## config.mk

```make
export PLATFORM = sky130hd
export DESIGN_NAME = tick_gen_flat
export DESIGN_NICKNAME = d
export VERILOG_FILES = /design/src/rtl/tick_gen_pkg.sv /design/src/rtl/tick_gen_if.sv /design/src/rtl/tick_chan.sv /design/src/rtl/tick_gen.sv /design/src/flat_wrapper.sv
export SDC_FILE = /design/constraint.sdc
export NUM_CORES = 1
export LEC_CHECK = 0
export ABC_AREA = 0
export CORE_MARGIN = 10
export CORE_UTILIZATION = 63
export DETAILED_ROUTE_END_ITERATION = 12
export PLACE_DENSITY = 0.92
export SLEW_MARGIN = 0
export SYNTH_ARGS = -nofsm -noshare
export SYNTH_HDL_FRONTEND = slang
export SYNTH_SLANG_ARGS = --single-unit
```

## constraint.sdc

```tcl
create_clock -name clk -period 4.1 [get_ports clk]
set_clock_uncertainty 0.15 [all_clocks]
set_input_delay 0.615 -clock clk [delete_from_list [all_inputs] [get_ports clk]]
set_output_delay 0.615 -clock clk [all_outputs]
set_load 0.005 [all_outputs]
```

## src/rtl/tick_gen_pkg.sv

```systemverilog
// tick_gen shared definitions: default rates and width helper.
package tick_gen_pkg;

    localparam int DEF_DIV      = 50_000_000;
    localparam int DEF_SCAN_DIV = 8192;

    function automatic int clog2_min1(input int n);
        return (n <= 2) ? 1 : $clog2(n);
    endfunction

endpackage

```

## src/rtl/tick_gen_if.sv

```systemverilog
// tick_gen control/status bundle: divisor writes, enables, tick outputs.
interface tick_gen_if
    import tick_gen_pkg::*;
#(
    parameter int N_CH   = 4,
    parameter int CNT_W  = 26,
    parameter int SCAN_W = 2
);

    localparam int SEL_W = clog2_min1(N_CH);

    logic [N_CH-1:0]   ch_en;
    logic              div_load;
    logic [SEL_W-1:0]  div_sel;
    logic [CNT_W-1:0]  div_val;
    logic              sync_clr;
    logic [N_CH-1:0]   tick;
    logic [N_CH-1:0]   level;
    logic [SCAN_W-1:0] scan;

    modport master (
        output ch_en, div_load, div_sel, div_val, sync_clr,
        input  tick, level, scan
    );

    modport slave (
        input  ch_en, div_load, div_sel, div_val, sync_clr,
        output tick, level, scan
    );

endinterface

```

## src/rtl/tick_chan.sv

```systemverilog
// One divider slice: counter, active/shadow divisor, tick and level.
module tick_chan
    import tick_gen_pkg::*;
#(
    parameter int CNT_W       = 26,
    parameter int DIV_DEFAULT = DEF_DIV
) (
    input  logic             clk,
    input  logic             rst_n,
    input  logic             en,
    input  logic             wr,
    input  logic [CNT_W-1:0] wr_val,
    input  logic             clr,
    output logic             tick,
    output logic             level
);

    typedef struct packed {
        logic [CNT_W-1:0] cnt;
        logic [CNT_W-1:0] div;
        logic [CNT_W-1:0] div_sh;
        logic             pend;
    } chan_st_t;

    localparam logic [CNT_W-1:0] DIV_RST = CNT_W'(DIV_DEFAULT);

    chan_st_t st_q, st_d;
    logic     tick_d, level_d;
    logic     run, wrap, promote;

    always_comb begin
        run     = en && (st_q.div != '0);
        wrap    = run && (st_q.cnt == st_q.div - CNT_W'(1));
        // Idle channels take a pending divisor at once; running ones only at wrap
        promote = st_q.pend && (wrap || !run);
        st_d    = st_q;
        tick_d  = 1'b0;
        level_d = level;
        if (wr) st_d.div_sh = wr_val;
        if (clr) begin
            st_d.cnt  = '0;
            level_d   = 1'b0;
            st_d.pend = 1'b0;
            if (wr)
                st_d.div = wr_val;
            else if (st_q.pend)
                st_d.div = st_q.div_sh;
        end else begin
            tick_d  = wrap;
            level_d = level ^ wrap;
            if (wrap)
                st_d.cnt = '0;
            else if (run)
                st_d.cnt = st_q.cnt + CNT_W'(1);
            if (promote) st_d.div = st_q.div_sh;
            st_d.pend = wr || (st_q.pend && !promote);
        end
    end

    always_ff @(posedge clk or negedge rst_n) begin
        if (!rst_n) begin
            st_q  <= '{cnt: '0, div: DIV_RST,
                       div_sh: DIV_RST, pend: 1'b0};
            tick  <= 1'b0;
            level <= 1'b0;
        end else begin
            st_q  <= st_d;
            tick  <= tick_d;
            level <= level_d;
        end
    end

endmodule

```

## src/rtl/tick_gen.sv

```systemverilog
// Multi-channel tick generator with free-running display scan index.
module tick_gen
    import tick_gen_pkg::*;
#(
    parameter int N_CH        = 4,
    parameter int CNT_W       = 26,
    parameter int DIV_DEFAULT = DEF_DIV,
    parameter int SCAN_W      = 2,
    parameter int SCAN_DIV    = DEF_SCAN_DIV
) (
    input logic       clk,
    input logic       rst_n,
    tick_gen_if.slave bus
);

    localparam int SEL_W = clog2_min1(N_CH);
    localparam int SC_W  = clog2_min1(SCAN_DIV);
    localparam logic [SC_W-1:0] SC_LAST = SC_W'(SCAN_DIV - 1);

    logic [N_CH-1:0]   wr;
    logic [N_CH-1:0]   tick_w;
    logic [N_CH-1:0]   level_w;
    logic [SC_W-1:0]   scnt;
    logic [SCAN_W-1:0] scan_q;

    for (genvar gi = 0; gi < N_CH; gi++) begin : g_ch
        // Selector values beyond N_CH-1 match no channel and are dropped
        assign wr[gi] = bus.div_load && (bus.div_sel == SEL_W'(gi));

        tick_chan #(
            .CNT_W       (CNT_W),
            .DIV_DEFAULT (DIV_DEFAULT)
        ) u_chan (
            .clk    (clk),
            .rst_n  (rst_n),
            .en     (bus.ch_en[gi]),
            .wr     (wr[gi]),
            .wr_val (bus.div_val),
            .clr    (bus.sync_clr),
            .tick   (tick_w[gi]),
            .level  (level_w[gi])
        );
    end

    always_ff @(posedge clk or negedge rst_n) begin
        if (!rst_n) begin
            scnt   <= '0;
            scan_q <= '0;
        end else if (bus.sync_clr) begin
            scnt   <= '0;
            scan_q <= '0;
        end else if (scnt == SC_LAST) begin
            scnt   <= '0;
            scan_q <= scan_q + SCAN_W'(1);
        end else begin
            scnt   <= scnt + SC_W'(1);
        end
    end

    assign bus.tick  = tick_w;
    assign bus.level = level_w;
    assign bus.scan  = scan_q;

endmodule

```

## src/flat_wrapper.sv

```systemverilog
// flat-port wrapper written by rule: the top's interface ports become plain ports
module tick_gen_flat import tick_gen_pkg::*;
#(
    parameter int N_CH        = 4,
    parameter int CNT_W       = 26,
    parameter int DIV_DEFAULT = DEF_DIV,
    parameter int SCAN_W      = 2,
    parameter int SCAN_DIV    = DEF_SCAN_DIV
)
  (clk, rst_n, bus_ch_en, bus_div_load, bus_div_sel, bus_div_val, bus_sync_clr, bus_tick, bus_level, bus_scan);
  tick_gen_if #(.N_CH(N_CH), .CNT_W(CNT_W), .SCAN_W(SCAN_W)) bus_i ();
  input logic clk;
  input logic rst_n;
  input wire logic [$bits(bus_i.ch_en)-1:0] bus_ch_en;
  input wire logic [$bits(bus_i.div_load)-1:0] bus_div_load;
  input wire logic [$bits(bus_i.div_sel)-1:0] bus_div_sel;
  input wire logic [$bits(bus_i.div_val)-1:0] bus_div_val;
  input wire logic [$bits(bus_i.sync_clr)-1:0] bus_sync_clr;
  output wire logic [$bits(bus_i.tick)-1:0] bus_tick;
  output wire logic [$bits(bus_i.level)-1:0] bus_level;
  output wire logic [$bits(bus_i.scan)-1:0] bus_scan;
  assign bus_i.ch_en = bus_ch_en;
  assign bus_i.div_load = bus_div_load;
  assign bus_i.div_sel = bus_div_sel;
  assign bus_i.div_val = bus_div_val;
  assign bus_i.sync_clr = bus_sync_clr;
  assign bus_tick = bus_i.tick;
  assign bus_level = bus_i.level;
  assign bus_scan = bus_i.scan;
  tick_gen #(.N_CH(N_CH), .CNT_W(CNT_W), .DIV_DEFAULT(DIV_DEFAULT), .SCAN_W(SCAN_W), .SCAN_DIV(SCAN_DIV)) u_core (.clk(clk), .rst_n(rst_n), .bus(bus_i));
endmodule
```

==> metrics.md, run 1 <==
| Metric | Value |
|---|---|
| Status | `finished clean` |
| Static Leakage | `a little under 9 nW` |
| Number of buffers created by CTS | `36` |
| Min Clock Period, post-route | `between 3 and 4 ns` |
| RePlAce Congestion | `between 0.9 and 1` |
| Transition time at the pin with the least slew margin | `between 1 and 1.5 ns` |
| Share of power burned in the clock network | `between 30% and 40%` |
| Mapped Avg Cell Area | `slightly above 9 sq um` |
| Netlist area before placement | `19,970 sq um` |
| Clock Latency Late Sink | `0.54 ns` |
| Maximum number of pins on one net before global-route repair | `between 70 and 80` |
| Post-synthesis net count | `2,185` |
| CTS tree | `built` |
| Final Net Count | `between 2,000 and 2,500` |
| Hold Path Cell Cnt | `2` |
| Wire length of the first global-routing pass | `a little under 90 mm` |
| Most used cells in the layout excluding fill and tap cells | `dfrtp_1, nor2_1, nand2_1` |
| Synth Register Bits | `339` |
| Cell Chain, Critical Path | `or4_1 > or4_4 > nor3_1 > mux2i_1 > nand4_1 > or4b_4 > or4_1 > nand2_1` |
| Category of the worst setup path capture point | `flop` |
| Worst min-delay path class | `reg2reg` |
| Library cell with the largest summed area after synthesis | `dfrtp_1` |
| Depth of the most critical reg-to-reg path | `8` |
| Die footprint | `between 30,000 and 40,000 sq um` |
| Remaining Overflow, GRT | `0` |
| Achievable Freq | `around 260 MHz` |
| Max-cap viol count | `0` |
| Internal power consumption | `between 7 and 8 mW` |
| Post-detailed-routing wire length | `approximately 54 mm` |
| DR DRC count | `0` |
| Effective utilization at floorplan | `63.60%` |
| Combinational group share of total power | `about a quarter` |
| Core footprint | `approximately 31,000 sq um` |
| Proportion of synthesized flip-flops having asynchronous set or reset | `100.0%` |
| Area contributors post-synth | `dfrtp_1, dfstp_2, xor2_1` |
| Post-CTS Repair Setup Buffers | `0` |
| Class of the most critical setup path | `reg2reg` |
| Die Wd | `between 150 and 200 microns` |
| Post-synthesis to final-layout area growth | `10.06%` |
| Pwr/cell area | `474.0 nW/um^2` |
| Number of different library cells in the post-synthesis netlist | `88` |
| Count of pins on the block boundary | `between 40 and 50` |
| Clock Tree Root | `clkbuf_16` |
| Setup TNS after final layout | `0 ns` |
| Antenna cells | `0` |
| Destination of the worst register-to-register timing path | `u_core.g_ch[2].u_chan.level` |
| Buffer depth of the longest clock path | `3` |
| Number of enable flip-flop cells after synthesis | `0` |
| Count of routing violations after the opening detailed-route iteration | `approximately 1,500` |
| YS warnings | `0` |
| Final slew viol count | `0` |
| Fraction of final layout cells with drive strength greater than 1 | `about 15%` |
| Number of search-and-repair iterations in the first detailed-routing pass | `7` |
| Relative max-transition margin | `about a third` |
| Post-detail-place hpwl | `approximately 37 mm` |
| Hold Vio Cnt, Final | `0` |
| Layout Cells excl Fill | `approximately 2,600` |
| Routed wirelength normalized by instance count | `about 21 microns` |
| Setup WS post-layout | `between 0.2 and 0.25 ns` |
| Cell total after placement | `2,486` |
| Most frequently used flop master after synthesis | `dfrtp_1` |
| Yosys top cell area share | `between 30% and 40%` |
| Vias in the first global route | `~17,000` |
| Most common library cell in the layout ignoring fill and taps | `dfrtp_1` |
| Level count of the clock H-tree | `2` |
| Switching share of power | `about 33%` |
| Worst-path cell with the longest stage delay | `or4_1` |
| Overall Global Routing Usage | `27.39%` |
| Number of clock sinks | `~340` |
| Share of the core filled with cells | `about 70%` |
| FP Rows | `between 60 and 70` |
| Critical path data arrival time | `approximately 4.2 ns` |
| Flop pwr share | `between 40% and 50%` |
| Synth Instances | `between 2,000 and 2,500` |
| Worst VDD drop | `approximately 0.00038 V` |
| Die span in y | `just under 200 microns` |
| Clock transition at the registers of the reported paths | `~0.06 ns` |
| Via count normalized by instance count | `around 6.7` |
| Setup slack of the most critical reg-to-reg path | `between 0.2 and 0.25 ns` |
| Post-Place Worst Slack | `0.2487 ns` |
| Crit Reg-Reg Startpoint | `u_core.g_ch[2].u_chan.st_q[35]` |
| Vias | `around 17,000` |
| CP max stage delay | `about 0.68 ns` |
| Initial antenna violation count | `0` |
| Highest net fanout along the worst path | `11` |
| Sw power | `3.387 mW` |
| Unrepaired setup endpoints after global routing | `no` |
| Final worst path period share | `between 90% and 100%` |
| Kind of start point of the critical path | `flop` |
| Setup-failing EPs final | `0` |
| Proportion of synthesized chip area in sequential cells | `a little over two fifths` |
| Final antenna-violating net count | `0` |
| Input/output buffers | `45` |
| Worst path required time | `4.41 ns` |
| Endpoint of the worst hold path | `u_core.g_ch[1].u_chan.st_q[18]` |
| Worst hold path startpoint | `u_core.g_ch[1].u_chan.st_q[18]` |
| Cell occurring most often along the worst timing path | `or4_1` |
-- metrics by stage --
step	instance area (sq um)	hold WS, ns	total power [mW]
CTS	21950	0.2720	10.39
detailed placement	20750	0.3005	7.069
floorplan	19970	0.1694	6.297
global route	21970	0.3167	10.90
global placement	20750	0.2962	6.945
finish	21970	0.3148	10.42
-- per-layer routing --
layer  wire, microns  global-route usage [%]
met1           23020                   36.93
met2           25420                   44.30
met3            3618                   3.531
met4            1847                   10.28
met5               0                       0
-- power by group through the flow --
stage / clock (mW) / combinational, mW / sequential [mW]
floorplan: 0 / 1.94 / 4.36
global placement: 0 / 2.31 / 4.64
detailed placement: 0 / 2.39 / 4.67
CTS: 3.35 / 2.41 / 4.63
global route: 3.48 / 2.68 / 4.74
finish: 3.30 / 2.44 / 4.67
-- Yosys cell counts, drive strengths merged, types with 12 or more instances --
master / n
nand3: 66
a2bb2oi: 50
nand2b: 14
nand4: 49
and3: 61
a211oi: 33
or4: 29
buf: 42
nand2: 189
o2bb2ai: 30
nor3b: 12
dfstp: 96
nor3: 69
o22a: 26
xor2: 108
or3: 49
mux2: 80
nor4: 43
ha: 13
o22ai: 84
xnor2: 101
a21oi: 62
or2: 14
inv: 30
dfrtp: 243
clkbuf: 105
and4: 14
o21ai: 51
nor2: 221
-- cell families after synthesis --
| group | Yosys count | share of synthesized area, % |
|---|---|---|
| xor gates and xnor gates | 209 | 9.168 |
| and+or+nand+nor | 889 | 23.20 |
| AOI/OAI and AO/OA | 417 | 14.91 |
| adders and majority gates | 15 | 0.9150 |
| DFF | 339 | 43.09 |
| muxes | 89 | 4.963 |
| buffers and inverters | 178 | 3.754 |
-- registers in the layout (all words and copies together) (netlist names) --
signal	cells
u_core.g_ch.u_chan.level	4
u_core.g_ch.u_chan.tick	4
u_core.scnt	13
u_core.g_ch.u_chan.st_q	316
u_core.bus.scan	2
-- layout make-up --
type / instances / area (sq um)
fillers: 2300 / 9419
clock buffers: 46 / 989.7
repair buffers: 96 / 898.4
flip-flops and latches: 339 / 8603
clock inverters: 19 / 205.2
inverters: 31 / 116.4
multi-input cells: 1620 / 10660
well taps: 402 / 503.0
-- worst max-delay path: cells and delay by family (launching register included) --
| family | cells | cell delay, ns |
|---|---|---|
| simple gates | 7 | 2.84 |
| flops | 1 | 0.49 |
| mux | 1 | 0.33 |
-- timing repair --
action / CTS / global route
hold buffers: 1 / 0
endpoints found under the hold margin: 42 / 0
setup endpoints to repair: 0 / 17
gates resized for setup: 0 / 1
-- how the worst max path moves through the flow --
stage | startpoint | end | slack [ns] | depth (start not counted)
finish | u_core.g_ch[2].u_chan.st_q[35] | u_core.g_ch[2].u_chan.level | 0.23 | 8
global route | u_core.g_ch[1].u_chan.st_q[27] | u_core.g_ch[1].u_chan.level | 0.002 | 11
CTS | u_core.g_ch[3].u_chan.st_q[40] | u_core.g_ch[3].u_chan.st_q[50] | 0.25 | 7
detailed placement | u_core.g_ch[3].u_chan.st_q[40] | u_core.g_ch[3].u_chan.st_q[50] | 0.25 | 7
global placement | u_core.g_ch[2].u_chan.st_q[35] | u_core.g_ch[2].u_chan.level | 0.32 | 8
floorplan | u_core.g_ch[1].u_chan.st_q[27] | u_core.g_ch[1].u_chan.st_q[43] | 0.58 | 12
Power figures use the tool's default switching activity.
==> run 2, diff against run 1 <==
--- a/config.mk
+++ b/config.mk
@@ -8,6 +8,7 @@
 export ABC_AREA = 0
 export CORE_MARGIN = 10
 export CORE_UTILIZATION = 63
+export CTS_CLUSTER_SIZE = 10
 export DETAILED_ROUTE_END_ITERATION = 12
 export PLACE_DENSITY = 0.92
 export SLEW_MARGIN = 0
==> run 2 against run 1 <==
Die area unchanged; non-clock buffer count stayed put; register-to-register slack lost 0.02 ns; total power rose by 2.1%; cell count is 0.43% higher; global-route usage is 0.65 points higher; combinational power barely moved; routed wire length rose by 3.1%; clock power grew 5%; clock-buffer cell count is 26 higher; critical path type unchanged; critical endpoint unchanged.
==> metrics.md, run 2 (synthesis results as in run 1) <==
| Metric | Value |
|---|---|
| Initial antenna violation count | `0 (unchanged)` |
| DR DRC count | `0 (unchanged)` |
| Number of buffers created by CTS | `41 (was 36)` |
| Clock Tree Root | `clkbuf_16 (unchanged)` |
| Worst path required time | `4.43 ns (was 4.41 ns)` |
| Count of routing violations after the opening detailed-route iteration | `1,826 (was 1,480)` |
| Number of clock sinks | `339 (unchanged)` |
| Number of search-and-repair iterations in the first detailed-routing pass | `5 (was 7)` |
| Max-cap viol count | `0 (unchanged)` |
| FP Rows | `65 (unchanged)` |
| Input/output buffers | `45 (unchanged)` |
| Setup TNS after final layout | `0 ns (unchanged)` |
| Routed wirelength normalized by instance count | `21.68 microns (was 21.11 microns)` |
| Worst VDD drop | `0.0003723 V (was 0.0003818 V)` |
| Vias in the first global route | `16,801 (was 16,636)` |
| Fraction of final layout cells with drive strength greater than 1 | `14.80% (was 15.30%)` |
| Pwr/cell area | `482.2 nW/um^2 (was 474.0 nW/um^2)` |
| Worst min-delay path class | `in2reg (was reg2reg)` |
| Remaining Overflow, GRT | `0 (unchanged)` |
| Internal power consumption | `7.159 mW (was 7.029 mW)` |
| Flip-flop count of the largest register after layout | `316 (unchanged)` |
| Largest registers in the final layout | `u_core.g_ch.u_chan.st_q: 316 flops, u_core.scnt: 13 flops (unchanged)` |
| Overall Global Routing Usage | `28.04% (was 27.39%)` |
| Endpoint of the worst hold path | `u_core.scnt[12] (was u_core.g_ch[1].u_chan.st_q[18])` |
| Maximum number of pins on one net before global-route repair | `77 (unchanged)` |
| Achievable Freq | `256.8 MHz (was 258.3 MHz)` |
| Final worst path period share | `94.96% (was 94.43%)` |
| Class of the most critical setup path | `reg2reg (unchanged)` |
| Setup-failing EPs final | `0 (unchanged)` |
| Final slew viol count | `0 (unchanged)` |
| Flop pwr share | `44.0% (was 44.8%)` |
| Min Clock Period, post-route | `3.893 ns (was 3.872 ns)` |
| Core footprint | `31,390 sq um (unchanged)` |
| Combinational group share of total power | `23.2% (was 23.5%)` |
| Depth of the most critical reg-to-reg path | `10 (was 8)` |
| Antenna cells | `0 (unchanged)` |
| Most common library cell in the layout ignoring fill and taps | `dfrtp_1 (unchanged)` |
| Wire length of the first global-routing pass | `89.72 mm (was 87.71 mm)` |
| Die Wd | `198.0 microns (unchanged)` |
| Status | `finished clean (unchanged)` |
| Destination of the worst register-to-register timing path | `u_core.g_ch[2].u_chan.level (unchanged)` |
| Post-detailed-routing wire length | `55.58 mm (was 53.90 mm)` |
| Sw power | `3.475 mW (was 3.387 mW)` |
| Most used cells in the layout excluding fill and tap cells | `dfrtp_1, nor2_1, nand2_1 (unchanged)` |
| Relative max-transition margin | `31.05% (was 32.12%)` |
| Switching share of power | `32.68% (was 32.52%)` |
| Worst hold path startpoint | `bus_sync_clr (was u_core.g_ch[1].u_chan.st_q[18])` |
| Post-detail-place hpwl | `37.09 mm (unchanged)` |
| Highest net fanout along the worst path | `11 (unchanged)` |
| Static Leakage | `8.870 nW (was 8.837 nW)` |
| Setup slack of the most critical reg-to-reg path | `0.21 ns (was 0.23 ns)` |
| Die footprint | `39,210 sq um (unchanged)` |
| Buffer depth of the longest clock path | `3 (unchanged)` |
| Die span in y | `198.0 microns (unchanged)` |
| Effective utilization at floorplan | `63.60% (unchanged)` |
| Critical path data arrival time | `4.22 ns (was 4.19 ns)` |
| Count of pins on the block boundary | `46 (unchanged)` |
| Level count of the clock H-tree | `2 (unchanged)` |
| Vias | `17,246 (was 17,074)` |
| Category of the worst setup path capture point | `flop (unchanged)` |
| CTS tree | `built (unchanged)` |
| Unrepaired setup endpoints after global routing | `no (unchanged)` |
| Total of fill cells in the finished design | `2,251 (was 2,300)` |
| Kind of start point of the critical path | `flop (unchanged)` |
| Post-synthesis to final-layout area growth | `10.46% (was 10.06%)` |
| Non-Filler Cell Area, Final | `22,050 sq um (was 21,970 sq um)` |
| RePlAce Congestion | `0.9438 (unchanged)` |
| Share of power burned in the clock network | `32.8% (was 31.7%)` |
| Register bank with the most flops | `u_core.g_ch.u_chan.st_q (unchanged)` |
| Clock Latency Late Sink | `0.56 ns (was 0.54 ns)` |
| Clock transition at the registers of the reported paths | `0.06 ns (about the same)` |
| Transition time at the pin with the least slew margin | `1.034 ns (was 1.018 ns)` |
| Crit Reg-Reg Startpoint | `u_core.g_ch[2].u_chan.st_q[28] (was u_core.g_ch[2].u_chan.st_q[35])` |
| Final antenna-violating net count | `0 (unchanged)` |
| Via count normalized by instance count | `6.726 (was 6.688)` |
| Area after DPL | `20,750 sq um (unchanged)` |
| Final Net Count | `2,178 (was 2,173)` |
| Hold Vio Cnt, Final | `0 (unchanged)` |
| Hold Path Cell Cnt | `2 (unchanged)` |
## run 2: worst max-delay path, cell delays in order (launching register included)
cell and delay [ns]:
dfrtp_1 0.44, inv_1 0.14, ha_1 0.27, or3b_2 0.51, or4_4 0.47, nor3_1 0.21
mux2i_1 0.33, nand4_1 0.20, or4b_4 0.61, or4_1 0.42, nand2_1 0.07
## run 2: layer usage
| metal | vias up | global-route usage (%) | share of wire, % |
|---|---|---|---|
| met1 | 8476 | 37.19 | 42 |
| met3 | 135 | 4.125 | 7.5 |
| li1 | 7800 | - | - |
| met5 | - | 0 | 0 |
| met2 | 835 | 45.66 | 48 |
| met4 | 0 | 10.59 | 3.4 |
## run 2: area by class of cell
class                           count  area [sq um]  area share (%)
Clock inverter                      4         75.07          0.3404
Sequential cell                   339          8603           39.01
Timing Repair Buffer               96         898.4           4.074
Inverter                           31         116.4          0.5276
Tap cell                          402         503.0           2.281
Clock buffer                       72          1194           5.412
Multi-Input combinational cell   1620         10660           48.35
## run 2: stage by stage
step	hold slack (ns)	power [mW]	std cells	utilization [%]	setup slack, ns
after floorplan	0.1694	6.297	2136	-	0.5804
after global placement	0.2962	6.945	2486	66.09	0.3160
after detailed placement	0.3005	7.069	2486	66.09	0.2487
after CTS	0.2568	10.58	2563	70.16	0.2402
after global routing	0.3141	11.10	2564	70.25	0.07161
final	0.3002	10.63	2564	70.25	0.2066
## run 2: how the worst max path moves through the flow
stage                                        start                        endpoint
floorplan           u_core.g_ch[1].u_chan.st_q[27]  u_core.g_ch[1].u_chan.st_q[43]
global placement    u_core.g_ch[2].u_chan.st_q[35]     u_core.g_ch[2].u_chan.level
detailed placement  u_core.g_ch[3].u_chan.st_q[40]  u_core.g_ch[3].u_chan.st_q[50]
CTS                 u_core.g_ch[3].u_chan.st_q[40]  u_core.g_ch[3].u_chan.st_q[50]
global route        u_core.g_ch[2].u_chan.st_q[27]     u_core.g_ch[2].u_chan.level
finish              u_core.g_ch[2].u_chan.st_q[28]     u_core.g_ch[2].u_chan.level
## run 2: power by group through the flow
| stage | logic, mW | registers [mW] | clock network [mW] |
|---|---|---|---|
| 5_1_grt | 2.70 | 4.74 | 3.66 |
| 2_1_floorplan | 1.94 | 4.36 | 0 |
| 4_1_cts | 2.42 | 4.64 | 3.52 |
| 3_3_place_gp | 2.31 | 4.64 | 0 |
| 3_5_place_dp | 2.39 | 4.67 | 0 |
| 6_report | 2.47 | 4.68 | 3.48 |
## run 2: what timing repair did
item / in CTS / in global routing
endpoints found under the hold margin: 42 / 0
resized for setup: 0 / 2
setup endpoints to repair: 0 / 11
setup buffers: 0 / 0
hold buffers: 1 / 0
==> run 3, diff against run 2 <==
--- a/config.mk
+++ b/config.mk
@@ -7,10 +7,10 @@
 export LEC_CHECK = 0
 export ABC_AREA = 0
 export CORE_MARGIN = 10
-export CORE_UTILIZATION = 63
+export CORE_UTILIZATION = 57
 export CTS_CLUSTER_SIZE = 10
 export DETAILED_ROUTE_END_ITERATION = 12
-export PLACE_DENSITY = 0.92
+export PLACE_DENSITY = 0.85
 export SLEW_MARGIN = 0
 export SYNTH_ARGS = -nofsm -noshare
 export SYNTH_HDL_FRONTEND = slang
==> run 3 against run 2 <==
Clock power fell by 4%; highest routed layer unchanged; critical path type unchanged; total power fell by 2.1%; worst hold slack improved by 0.010 ns; design area barely moved; sequential power barely moved; core utilization fell by 6.4 points; clock-buffer cell count fell by 2.
==> metrics.md, run 3 (synthesis results as in run 1) <==
| Metric | Value |
|---|---|
| Maximum number of pins on one net before global-route repair | `102 (was 77)` |
| Count of pins on the block boundary | `46 (unchanged)` |
| Count of routing violations after the opening detailed-route iteration | `1,329 (was 1,826)` |
| Share of power burned in the clock network | `31.9% (was 32.8%)` |
| Storage element area | `8603 sq um (unchanged)` |
| Fraction of final layout cells with drive strength greater than 1 | `14.75% (was 14.80%)` |
| Setup WS post-layout | `0.2283 ns (was 0.2066 ns)` |
| Internal power consumption | `7.019 mW (was 7.159 mW)` |
| Routed wirelength normalized by instance count | `20.58 microns (was 21.68 microns)` |
| Worst VDD drop | `0.0004858 V (was 0.0003723 V)` |
| Initial antenna violation count | `1 (was 0)` |
| Register bank with the most flops | `u_core.g_ch.u_chan.st_q (unchanged)` |
| Flip-flop count of the largest register after layout | `316 (unchanged)` |
| Number of buffers created by CTS | `40 (was 41)` |
| Die Wd | `207.2 microns (was 198.0 microns)` |
| Input/output buffers | `45 (unchanged)` |
| FP Rows | `68 (was 65)` |
| Overall Global Routing Usage | `24.16% (was 28.04%)` |
| CP max stage delay | `0.62 ns (was 0.61 ns)` |
| Min Clock Period, post-route | `3.872 ns (was 3.893 ns)` |
| Most common library cell in the layout ignoring fill and taps | `dfrtp_1 (unchanged)` |
| Pwr/cell area | `471.8 nW/um^2 (was 482.2 nW/um^2)` |
| Final slew viol count | `0 (unchanged)` |
| Buffer depth of the longest clock path | `3 (unchanged)` |
| Worst path required time | `4.38 ns (was 4.43 ns)` |
| Clock transition at the registers of the reported paths | `0.06 ns (about the same)` |
| Level count of the clock H-tree | `2 (unchanged)` |
| Vias | `16,974 (was 17,246)` |
| RePlAce Congestion | `0.9649 (was 0.9438)` |
| Most used cells in the layout excluding fill and tap cells | `dfrtp_1, nor2_1, nand2_1 (unchanged)` |
| Critical path data arrival time | `4.15 ns (was 4.22 ns)` |
| Via count normalized by instance count | `6.481 (was 6.726)` |
| Post-Place Worst Slack | `0.2543 ns (was 0.2487 ns)` |
| Class of the most critical setup path | `reg2reg (unchanged)` |
| Total area of multi-input combinational cells | `10,640 sq um (was 10,660 sq um)` |
| Static Leakage | `8.852 nW (was 8.870 nW)` |
| Final Net Count | `2,181 (was 2,178)` |
| Category of the worst setup path capture point | `flop (unchanged)` |
| Worst min-delay path class | `reg2reg (was in2reg)` |
| Relative max-transition margin | `28.40% (was 31.05%)` |
| Post-synthesis to final-layout area growth | `10.53% (was 10.46%)` |
| Cell Chain, Critical Path | `inv_1 > ha_1 > or3b_2 > or4_4 > nor3_1 > mux2i_1 > nand4_1 > or4b_4 > o21ai_2 > buf_4 > nor2_1 (was inv_1 > ha_1 > or3b_2 > or4_4 > nor3_1 > mux2i_1 > nand4_1 > or4b_4 > or4_1 > nand2_1)` |
| Core footprint | `34,540 sq um (was 31,390 sq um)` |
| Total of fill cells in the finished design | `2,764 (was 2,251)` |
| Final worst path period share | `94.43% (was 94.96%)` |
| Tot Pwr | `10.41 mW (was 10.63 mW)` |
| Largest registers in the final layout | `u_core.g_ch.u_chan.st_q: 316 flops, u_core.scnt: 13 flops (unchanged)` |
| Number of clock sinks | `339 (unchanged)` |
| Max-cap viol count | `0 (unchanged)` |
| Vias in the first global route | `16,510 (was 16,801)` |
| Final antenna-violating net count | `0 (unchanged)` |
| Worst hold margin | `0.3102 ns (was 0.3002 ns)` |
| Status | `finished clean (unchanged)` |
| Setup TNS after final layout | `0 ns (unchanged)` |
| Unrepaired setup endpoints after global routing | `no (unchanged)` |
| Highest net fanout along the worst path | `18 (was 11)` |
| Kind of start point of the critical path | `flop (unchanged)` |
| Resize count post-CTS | `0 (unchanged)` |
| Clock Latency Late Sink | `0.56 ns (about the same)` |
| Sw power | `3.393 mW (was 3.475 mW)` |
| Wire length of the first global-routing pass | `87.57 mm (was 89.72 mm)` |
| Die footprint | `42,910 sq um (was 39,210 sq um)` |
| Clock Tree Root | `clkbuf_16 (unchanged)` |
| Post-detailed-routing wire length | `53.91 mm (was 55.58 mm)` |
| Number of search-and-repair iterations in the first detailed-routing pass | `6 (was 5)` |
| CTS tree | `built (unchanged)` |
| Die span in y | `207.2 microns (was 198.0 microns)` |
| Flop pwr share | `44.7% (was 44.0%)` |
| Switching share of power | `32.59% (was 32.68%)` |
| Achievable Freq | `258.3 MHz (was 256.8 MHz)` |
| Combinational group share of total power | `23.3% (was 23.2%)` |
| Transition time at the pin with the least slew margin | `1.074 ns (was 1.034 ns)` |
| DR DRC count | `0 (unchanged)` |
| Effective utilization at floorplan | `57.80% (was 63.60%)` |
| Worst-path cell with the longest stage delay | `or4b_4 (unchanged)` |
| Setup-failing EPs final | `0 (unchanged)` |
| Post-detail-place hpwl | `36.83 mm (was 37.09 mm)` |
| Remaining Overflow, GRT | `0 (unchanged)` |
| Hold Vio Cnt, Final | `0 (unchanged)` |
[run 3: what timing repair did]
action,4_1_cts,5_1_grt
setup buffers,0,2
hold buffers,1,0
setup endpoints to repair,0,12
hold endpoints to repair,46,0
[run 3: final cells by class]
class,instances,share of cell area [%]
well taps,455,2.580
clock inverters,3,0.2154
diodes,1,0.01134
repair buffers,101,4.298
clock buffers,70,5.188
multi-input cells,1619,48.20
flip-flops and latches,339,38.98
inverters,31,0.5273
[run 3: worst max-delay path: cells and delay by family, from the launching register on]
kind                     cells  cell delay, ns
AND/OR/NAND/NOR              6            2.05
flip-flops                   1            0.44
adder cells (fa/ha/maj)      1            0.23
AO/OA/AOI/OAI                1            0.14
multiplexers                 1            0.37
buffers and inverters        2            0.35
[run 3: routing by layer]
metal,wire [microns],global-route usage [%],up-vias,share of wire [%]
met5,0,0,-,0
li1,-,-,7806,-
met2,25230,38.95,676,47
met3,3370,3.445,126,6.3
met4,2156,10.11,0,4.0
met1,23160,31.95,8366,43
[run 3: stage by stage]
stage | util (%) | instance area (sq um) | instances
2_1_floorplan | - | 19970 | 2136
3_3_place_gp | 60.36 | 20850 | 2542
3_5_place_dp | 60.36 | 20850 | 2542
4_1_cts | 63.84 | 22050 | 2616
5_1_grt | 63.89 | 22070 | 2619
6_report | 63.89 | 22070 | 2619
[run 3: worst paths after layout]
path	start	end	slack [ns]	cells past startpoint
worst max-delay path	u_core.g_ch[2].u_chan.st_q[27]	u_core.g_ch[2].u_chan.st_q[69]	0.23	11
max in group asynchronous	rst_n	u_core.g_ch[1].u_chan.st_q[21]	2.33	3
min in group asynchronous	rst_n	u_core.g_ch[3].u_chan.st_q[57]	0.46	2
worst min register to register	u_core.g_ch[1].u_chan.st_q[24]	u_core.g_ch[1].u_chan.st_q[24]	0.31	2
worst min-delay path	u_core.g_ch[1].u_chan.st_q[24]	u_core.g_ch[1].u_chan.st_q[24]	0.31	2
worst max register to register	u_core.g_ch[2].u_chan.st_q[27]	u_core.g_ch[2].u_chan.st_q[69]	0.23	11
[run 3: power groups by stage]
stage | Clock, mW | Combinational, mW | Sequential (mW)
finish | 3.33 | 2.43 | 4.66
detailed placement | 0 | 2.40 | 4.67
CTS | 3.37 | 2.41 | 4.64
floorplan | 0 | 1.94 | 4.36
global route | 3.51 | 2.67 | 4.74
global placement | 0 | 2.33 | 4.65
